[src/rtl/traffic_sensor_conditioner_pkg.sv]
// Shared definitions for the traffic sensor conditioner: channel state encodings
// and default timing values.
package traffic_sensor_conditioner_pkg;

  typedef enum logic [1:0] {
    ST_IDLE    = 2'b00,
    ST_QUAL    = 2'b01,
    ST_PRESENT = 2'b10,
    ST_HOLD    = 2'b11
  } sensor_state_t;

  localparam int DEF_DEB_CYCLES   = 4;
  localparam int DEF_HOLD_CYCLES  = 8;
  localparam int DEF_FAULT_CYCLES = 255;

endpackage

[src/rtl/sensor_channel.sv]
// One detector channel: 2-flop synchronizer, debounce/hold FSM and, when
// TL_SENSOR_FAULT_EN is defined, a sticky stuck-sensor detector.
module sensor_channel
  import traffic_sensor_conditioner_pkg::*;
#(
  parameter int DEB_CYCLES   = DEF_DEB_CYCLES,
  parameter int HOLD_CYCLES  = DEF_HOLD_CYCLES,
  parameter int CNT_W        = 4,
  parameter int FAULT_CYCLES = DEF_FAULT_CYCLES,
  parameter int FAULT_W      = 8
) (
  input  logic clock,
  input  logic reset,
  input  logic raw,
  output logic present,
  output logic fault
);

  localparam logic [CNT_W-1:0] DEB_LAST  = CNT_W'(DEB_CYCLES - 1);
  localparam logic [CNT_W-1:0] HOLD_LAST = CNT_W'(HOLD_CYCLES - 1);

  if (DEB_CYCLES < 2 || DEB_CYCLES > (1 << CNT_W) - 1) begin : g_bad_deb
    $error("DEB_CYCLES out of range for CNT_W");
  end
  if (HOLD_CYCLES < 1 || HOLD_CYCLES > (1 << CNT_W) - 1) begin : g_bad_hold
    $error("HOLD_CYCLES out of range for CNT_W");
  end
  if (FAULT_CYCLES < 1 || FAULT_CYCLES > (1 << FAULT_W) - 1) begin : g_bad_fault
    $error("FAULT_CYCLES out of range for FAULT_W");
  end

  logic             sync_p0, sync_p1;
  sensor_state_t    state, state_nxt;
  logic [CNT_W-1:0] cnt, cnt_nxt;
  logic             fault_nxt;

  // p0 -> p1: metastability filter on the asynchronous detector line
  always_ff @(posedge clock or posedge reset) begin
    if (reset) begin
      sync_p0 <= 1'b0;
      sync_p1 <= 1'b0;
    end else begin
      sync_p0 <= raw;
      sync_p1 <= sync_p0;
    end
  end

  always_comb begin
    state_nxt = state;
    cnt_nxt   = cnt;
    case (state)
      ST_IDLE: begin
        if (sync_p1) begin
          state_nxt = ST_QUAL;
          cnt_nxt   = CNT_W'(1);
        end
      end
      ST_QUAL: begin
        if (!sync_p1) begin
          state_nxt = ST_IDLE;
          cnt_nxt   = '0;
        end else if (cnt == DEB_LAST) begin
          state_nxt = ST_PRESENT;
        end else begin
          cnt_nxt = cnt + 1'b1;
        end
      end
      ST_PRESENT: begin
        if (!sync_p1) begin
          state_nxt = ST_HOLD;
          cnt_nxt   = '0;
        end
      end
      ST_HOLD: begin
        if (sync_p1) begin
          state_nxt = ST_PRESENT;
          cnt_nxt   = '0;
        end else if (cnt == HOLD_LAST) begin
          state_nxt = ST_IDLE;
          cnt_nxt   = '0;
        end else begin
          cnt_nxt = cnt + 1'b1;
        end
      end
      default: begin
        state_nxt = ST_IDLE;
        cnt_nxt   = '0;
      end
    endcase
    // A stuck sensor parks the channel so the road reads as empty
    if (fault_nxt) begin
      state_nxt = ST_IDLE;
      cnt_nxt   = '0;
    end
  end

  // p1 -> state: FSM register with the output decoded from the next state
  always_ff @(posedge clock or posedge reset) begin
    if (reset) begin
      state   <= ST_IDLE;
      cnt     <= '0;
      present <= 1'b0;
    end else begin
      state   <= state_nxt;
      cnt     <= cnt_nxt;
      present <= (state_nxt == ST_PRESENT) || (state_nxt == ST_HOLD);
    end
  end

`ifdef TL_SENSOR_FAULT_EN
  localparam logic [FAULT_W-1:0] FAULT_LAST = FAULT_W'(FAULT_CYCLES);

  logic [FAULT_W-1:0] fcnt, fcnt_nxt;
  logic               fault_q;

  always_comb begin
    fcnt_nxt = fcnt;
    if (!sync_p1) begin
      fcnt_nxt = '0;
    end else if (fcnt != FAULT_LAST) begin
      fcnt_nxt = fcnt + 1'b1;
    end
    fault_nxt = fault_q || (fcnt_nxt == FAULT_LAST);
  end

  always_ff @(posedge clock or posedge reset) begin
    if (reset) begin
      fcnt    <= '0;
      fault_q <= 1'b0;
    end else begin
      fcnt    <= fcnt_nxt;
      fault_q <= fault_nxt;
    end
  end

  assign fault = fault_q;
`else
  assign fault_nxt = 1'b0;
  assign fault     = 1'b0;
`endif

endmodule

[src/rtl/traffic_sensor_conditioner.sv]
// Conditions the road A/B loop detectors into clean ta/tb levels for the light
// controller. Define TL_SENSOR_FAULT_EN to build the stuck-sensor detectors.
module traffic_sensor_conditioner
  import traffic_sensor_conditioner_pkg::*;
#(
  parameter int DEB_CYCLES   = DEF_DEB_CYCLES,
  parameter int HOLD_CYCLES  = DEF_HOLD_CYCLES,
  parameter int CNT_W        = 4,
  parameter int FAULT_CYCLES = DEF_FAULT_CYCLES,
  parameter int FAULT_W      = 8
) (
  input  logic clock,
  input  logic reset,
  input  logic raw_a,
  input  logic raw_b,
  output logic ta,
  output logic tb,
  output logic fault_a,
  output logic fault_b
);

  sensor_channel #(
    .DEB_CYCLES  (DEB_CYCLES),
    .HOLD_CYCLES (HOLD_CYCLES),
    .CNT_W       (CNT_W),
    .FAULT_CYCLES(FAULT_CYCLES),
    .FAULT_W     (FAULT_W)
  ) u_chan_a (
    .clock  (clock),
    .reset  (reset),
    .raw    (raw_a),
    .present(ta),
    .fault  (fault_a)
  );

  sensor_channel #(
    .DEB_CYCLES  (DEB_CYCLES),
    .HOLD_CYCLES (HOLD_CYCLES),
    .CNT_W       (CNT_W),
    .FAULT_CYCLES(FAULT_CYCLES),
    .FAULT_W     (FAULT_W)
  ) u_chan_b (
    .clock  (clock),
    .reset  (reset),
    .raw    (raw_b),
    .present(tb),
    .fault  (fault_b)
  );

endmodule

[config.mk]
export PLATFORM = sky130hd
export DESIGN_NAME = traffic_sensor_conditioner
export DESIGN_NICKNAME = d
export VERILOG_FILES = /design/src/rtl/traffic_sensor_conditioner_pkg.sv /design/src/rtl/sensor_channel.sv /design/src/rtl/traffic_sensor_conditioner.sv
export SDC_FILE = /design/constraint.sdc
export NUM_CORES = 1
export LEC_CHECK = 0
export BUFFER_PORTS_ARGS = -buffer_cell sky130_fd_sc_hd__buf_2
export CAP_MARGIN = 20
export CORE_UTILIZATION = 53
export DETAILED_ROUTE_END_ITERATION = 8
export PLACE_DENSITY = 0.72
export SETUP_SLACK_MARGIN = 0.2
export SLEW_MARGIN = 10
export SYNTH_ARGS = -nofsm -noshare
export SYNTH_HDL_FRONTEND = slang
export SYNTH_SLANG_ARGS = --single-unit
[constraint.sdc]
create_clock -name clock -period 4 [get_ports clock]
set_clock_uncertainty 0.05 [all_clocks]
set_input_delay 0.6 -clock clock [delete_from_list [all_inputs] [get_ports clock]]
set_output_delay 0.6 -clock clock [all_outputs]
set_load 0.02 [all_outputs]
Word level (Yosys, flattened, before mapping)
Index checks and enable logic that the tools add are counted.

storage, ports and cells
  flip-flop bits (word level) = 18
  output and inout port bits = 4
  logic and storage cells = 66

operators by class
  add/subtract/negate cells = 2
  equality and inequality tests = 20
  multiplexer cells = 28
  reductions and logical operators = 6

operators by type and width
  kind                 number
  $mux 4               12
  $pmux 4 s4           2
  $mux 2               12
  $eq 2x2->1 const B   8
  $pmux 2 s4           2
  $add 4x1->4 const B  2
  $eq 4x2->1 const B   2
  $eq 4x3->1 const B   2
  $ne 3x3->1 const B   2
  $reduce_and 3->1     2
  $eq 2x1->1 const B   2
  $logic_not 2->1      2
  $ne 2x1->1 const B   2
  $ne 2x2->1 const B   2
  $logic_or 1x1->1     2

Longest topological paths before layout
  depth after elaboration = 6
  depth in mapped cells = 5

Modules after synthesis
From an unflattened synthesis, not the netlist that was laid out.

unflattened totals
  cell total of the unflattened synthesis = 96
  area total of the unflattened synthesis = 1088.5 sq um

modules (own cells, without submodules)
  module          times used  cells an instance  area each (sq um)  sequential area each (sq um)
  sensor_channel  2           48                 544.3              225.2

Least setup slack after synthesis
OpenSTA, ideal clock, no wires.

  path type = flip-flop to flip-flop
  from = register u_chan_b.cnt[0]
  to = register u_chan_b.cnt[1]
  library setup time = 125 ps
  data arrival time = 1363 ps
  data required time = 3825 ps
  setup slack = 2462 ps
  stages on the path, launching flop included = 6
  path buffers = 0
  clock period less this slack = 1538 ps
  path through = dfrtp_1 -> ha_1 -> nor2b_1 -> a21oi_1 -> o211a_1 -> mux2_2

on the way
  word-level cells in the longest chain between the ends = 4
  elaborated cells on any way between the ends = 10
  those cells by class = 1 x add/sub; 3 x eq/ne; 5 x mux; 1 x reduce/logical

RTL lines
  element                                           line                                                              text
  start, declared                                   sensor_channel.sv:34                                              logic [CNT_W-1:0] cnt, cnt_nxt;
  start signal, assigned                            sensor_channel.sv:105                                             cnt <= cnt_nxt;
  $add 4x1->4 / $eq 4x3->1 (equally long branches)  sensor_channel.sv:65, sensor_channel.sv:82, sensor_channel.sv:78
  $mux 4, on equally long branches                  sensor_channel.sv:78, sensor_channel.sv:62
  $mux 4, on equally long branches                  sensor_channel.sv:75, sensor_channel.sv:59
  $pmux 4 s4                                        sensor_channel.sv:51                                              case (state)

Parallel ways exist; a longest one is shown, timed or not. The select of a mux whose other input is x is not followed.
A chain may end at the register's enable or synchronous reset.

Worst setup path in the final report
Ends and elaborated chain as after synthesis.

==> results by stage <==
Status:
- The run finished with clean final reports.

Finish:
- The area growth from synthesis to layout is 2.787%.
- The finished layout holds 140 standard cells, fillers aside.
- The fraction of final layout cells with drive strength greater than 1 is 13.04%.
- The net count reported at finish is 122.
- 0 antenna diodes ended up in the layout.

Critical path:
- The critical path goes through ha_1 -> nor2b_1 -> a21oi_1 -> o211a_1 -> mux2_2.
- The endpoint of the worst-slack reg-to-reg timing path is u_chan_b.cnt[1]$_DFFE_PP0P_.
- Counting both buffers and inverters, the worst setup path holds a total of 0.
- The worst register-to-register path has a setup slack of 2280 ps.
- The cell family contributing the most delay on the critical path is flip-flops.
- In this run the worst path has a maximum fanout of 6.
- The worst setup path is of the register to register kind.
- In this run the worst setup path terminates at u_chan_b.cnt[1]$_DFFE_PP0P_.
- The type of origin of the critical path is a register.
- The slowest stage cell on the critical path is sky130_fd_sc_hd__dfrtp_1.
- Counting cells, the worst reg-to-reg path comes to 5.
- The sort of element at the end of the critical path is a register.
- On the worst path, the slowest cell contributes a delay of 440 ps.
- Data arrives at the worst endpoint at 1860 ps.
- The worst register-to-register path begins at u_chan_b.cnt[0]$_DFFE_PP0P_.
- Counting buffers and inverters, the worst setup path is 5 cells deep.
- The required arrival time at the worst endpoint is 4140 ps.
- The critical path launch point is u_chan_b.cnt[0]$_DFFE_PP0P_.

Clocking:
- In this run the number of H-tree levels came out at 1.
- After clock tree synthesis, the clock-pin slew on the worst setup and hold paths is 100 ps.
- The number of gates resized after CTS was 0.
- The hold-fix buffer count after cts is 0.
- The tree is rooted in a sky130_fd_sc_hd__clkbuf_4.
- The clock drives 18 sinks.
- The number of buffers on the longest clock path is 2.
- The count of buffers added by post-CTS timing repair for setup is 0.
- The CTS tree is done.
- Clock latency on the worst-skew pair, taken at its later pin, is 290 ps.
- Buffers inserted during clock tree synthesis total 3.

Floorplanning:
- After floorplanning, the core was sized to cover 1821 um^2.
- For this configuration, the core starts out at a cell density of 59.18%.
- The die span in y is 47.09 um.
- The floorplan has 15 rows.
- The die is 47.09 um wide.
- The count of boundary I/O pins is 8.
- The die covers 2217 um^2.

Power and ir drop:
- The proportion of power drawn by combinational gates is 24.9%.
- Summed over all nets, the switching power comes to 0.1507 mW.
- Summed over all cells, the static leakage comes to 0.5003 nW.
- Sequential cells burn 51.4% of the power.
- Internal power comes to 0.3174 mW.
- The maximum vdd drop is 0.3445 mV.
- Of the total power, the clock network draws 23.7%.
- The switching part of the total is 32.19%.
- Power spread over the standard cell area amounts to 422.7 nW/um^2.

Logic synthesis:
- The share of synthesized area occupied by flip-flops and latches is 41.81%.
- The most common flop cell mapped by yosys is sky130_fd_sc_hd__dfrtp_1.
- The mapped cell area is 1077 um^2.
- After synthesis, the largest area contributor takes up 41.81% of total cell area.
- The cell type contributing the most total cell area after synthesis is sky130_fd_sc_hd__dfrtp_1.
- The number of synthesized flops with an enable pin is 0.
- The synthesis-stage register bit count is 18.
- Summing the areas of all and, or, nand and nor instances in the mapped netlist gives 22.53% of the synthesized area.
- Counting flops with an async set or reset pin after synthesis yields a share of 100.0%.
- Summing the areas of all xor and xnor instances in the mapped netlist gives 2.439% of the synthesized area.
- Sorting the synthesized cells by area gives the leading types as sky130_fd_sc_hd__dfrtp_1 (42%), sky130_fd_sc_hd__a21oi_1 (3.7%), sky130_fd_sc_hd__nand2b_1 (3.5%).
- The yosys synthesis warning count is 0.
- The dominant combinational cell family by area after synthesis is simple AND/OR/NAND/NOR gates.
- The synthesized instance count is 115.
- The average size of a mapped cell is 9.368 um^2.
- The multiplexer area fraction after synthesis is 3.833%.
- The synthesized netlist devotes 18.47% of its cell area to compound gates.
- Counting distinct cell types in the post-synthesis netlist gives 43.
- By count the netlist is led by sky130_fd_sc_hd__dfrtp_1 (18), sky130_fd_sc_hd__a21oi_1 (8), sky130_fd_sc_hd__nand2_1 (8), sky130_fd_sc_hd__o21ai_0 (7).
- After Yosys synthesis, full adders, half adders and majority gates account for 2.323% of the synthesized area.
- The most frequently used cell type in the post-synthesis netlist is sky130_fd_sc_hd__dfrtp_1.

STA:
- The achievable clock frequency is 581.3 MHz.
- Setup violations remaining at the end of the flow were counted as 0.
- Of the available clock period, the critical path in the final layout requires 43.01%.
- The max-slew headroom at the worst pin is 56.40%.
- Setup repair after global routing left no endpoint under its margin.
- Adding up every negative setup slack in the final design gives 0 ps.
- For the pin with the worst max-slew slack, the measured transition is 653.2 ps.
- The max-slew violation count was 0.
- Subtracting the final worst setup slack from the clock period gives 1720 ps.
- The number of endpoints with negative hold slack in the final report is 0.

Drt:
- The total number of vias is 793.
- The detailed router finished its first iteration with 17 violations.
- For this run, design rule violations remaining after detail routing come to 0.
- Dividing the detail-routed wire length by the instance count gives 13.02 um.
- The post-route antenna net violation count is 0.
- The number of vias per cell is 5.664.
- The number of detailed-routing iterations run before antenna repair is 4.
- The overall routed net length is 1823 um.

GRT:
- The initial antenna violation count is 0.
- The number of global-route vias before repair is 681.
- The maximum number of pins on one net before global-route repair is 19.
- Global routing finished with a remaining overflow of 0.
- The overall fraction of global-route tracks in use is 19.22%.
- The first global-routing pass estimated 2911 um of wire.

Run:
- Across the run, the number of max-cap violations was 0.

Place:
- Detailed placement ended at an HPWL of 1328 um.
- The congestion estimate from routability-driven global placement came to 0.9127.
- In this run, placement finished with an instance count of 136.
- The number of buffers added on ports is 5.

Min path:
- The worst hold path depth is 0.
- In this run the worst hold path is classified as register to register.
==> layer usage <==
| layer | vias to the layer above | GRT usage, % | part of all wire (%) |
|---|---|---|---|
| met2 | 16 | 33.89 | 46 |
| li1 | 399 | - | - |
| met4 | 0 | 6.857 | 1.5 |
| met1 | 374 | 23.57 | 49 |
| met3 | 4 | 3.462 | 2.9 |
| met5 | - | 0 | 0 |
==> registers in the layout, indices dropped and copies added, names as in the netlist <==
register and flops:
u_chan_a.cnt 4, u_chan_b.cnt 4, u_chan_a.state 2, u_chan_b.state 2, u_chan_a.present 1, u_chan_a.sync_p0 1, u_chan_a.sync_p1 1, u_chan_b.present 1
u_chan_b.sync_p0 1, u_chan_b.sync_p1 1
==> worst min path at each step <==
stage	from	to	slack (ps)
final	u_chan_b.sync_p0$_DFF_PP0_	u_chan_b.sync_p1$_DFF_PP0_	320
after global routing	u_chan_a.sync_p0$_DFF_PP0_	u_chan_a.sync_p1$_DFF_PP0_	330
after CTS	u_chan_b.sync_p0$_DFF_PP0_	u_chan_b.sync_p1$_DFF_PP0_	320
after detailed placement	u_chan_b.sync_p0$_DFF_PP0_	u_chan_b.sync_p1$_DFF_PP0_	300
after global placement	u_chan_a.sync_p0$_DFF_PP0_	u_chan_a.sync_p1$_DFF_PP0_	280
after floorplan	u_chan_a.sync_p0$_DFF_PP0_	u_chan_a.sync_p1$_DFF_PP0_	280
==> kinds of logic (layout without fill, tap and decap cells) <==
| group | after synthesis | count (layout) |
|---|---|---|
| xor gates and xnor gates | 3 | 3 |
| DFF | 18 | 18 |
| other | 1 | 2 |
| and+or+nand+nor | 40 | 40 |
| AOI/OAI and AO/OA | 31 | 31 |
| muxes | 4 | 4 |
| buffers and inverters | 16 | 15 |
| adders and majority gates | 2 | 2 |
==> power groups by stage <==
stage | sequential [mW] | combinational (mW) | clock, mW
after floorplan | 0.227 | 0.114 | 0
after global placement | 0.242 | 0.113 | 0
after detailed placement | 0.244 | 0.116 | 0
after CTS | 0.240 | 0.118 | 0.112
after global routing | 0.246 | 0.131 | 0.120
final | 0.241 | 0.117 | 0.111
==> placed cells by master (no fill, tap or decap), types with 2 or more instances in the layout <==
master / count
sky130_fd_sc_hd__dfrtp_1: 18
sky130_fd_sc_hd__nand2_1: 8
sky130_fd_sc_hd__a21oi_1: 8
sky130_fd_sc_hd__o21ai_0: 7
sky130_fd_sc_hd__nor2b_1: 6
sky130_fd_sc_hd__inv_1: 6
sky130_fd_sc_hd__nand2b_1: 6
sky130_fd_sc_hd__buf_2: 5
sky130_fd_sc_hd__nor2_1: 3
sky130_fd_sc_hd__mux2i_1: 3
sky130_fd_sc_hd__a31oi_1: 3
sky130_fd_sc_hd__nand3_1: 3
sky130_fd_sc_hd__clkbuf_4: 3
sky130_fd_sc_hd__o31ai_1: 2
sky130_fd_sc_hd__a21o_1: 2
sky130_fd_sc_hd__nand3b_1: 2
sky130_fd_sc_hd__nor3_1: 2
sky130_fd_sc_hd__xor2_1: 2
sky130_fd_sc_hd__ha_1: 2
sky130_fd_sc_hd__conb_1: 2
==> area by class of cell <==
| type | instances | area [um^2] |
|---|---|---|
| fillers | 168 | 713.2 |
| clock buffers | 4 | 36.28 |
| well taps | 25 | 31.28 |
| flip-flops and latches | 18 | 450.4 |
| multi-input cells | 82 | 541.8 |
| repair buffers | 5 | 25.02 |
| inverters | 6 | 22.52 |
==> through the flow <==
stage	total power [mW]	setup slack, ps	utilization (%)	hold WS, ps	cell area, um^2
6_report	0.4680	2280	60.82	315.2	1107
3_3_place_gp	0.3549	2371	58.83	285.0	1071
5_1_grt	0.4964	2145	60.82	334.0	1107
2_1_floorplan	0.3406	2462	-	281.2	1081
4_1_cts	0.4695	2292	60.82	318.3	1107
3_5_place_dp	0.3600	2318	58.83	296.0	1071
(Power assumes the default switching activity.)
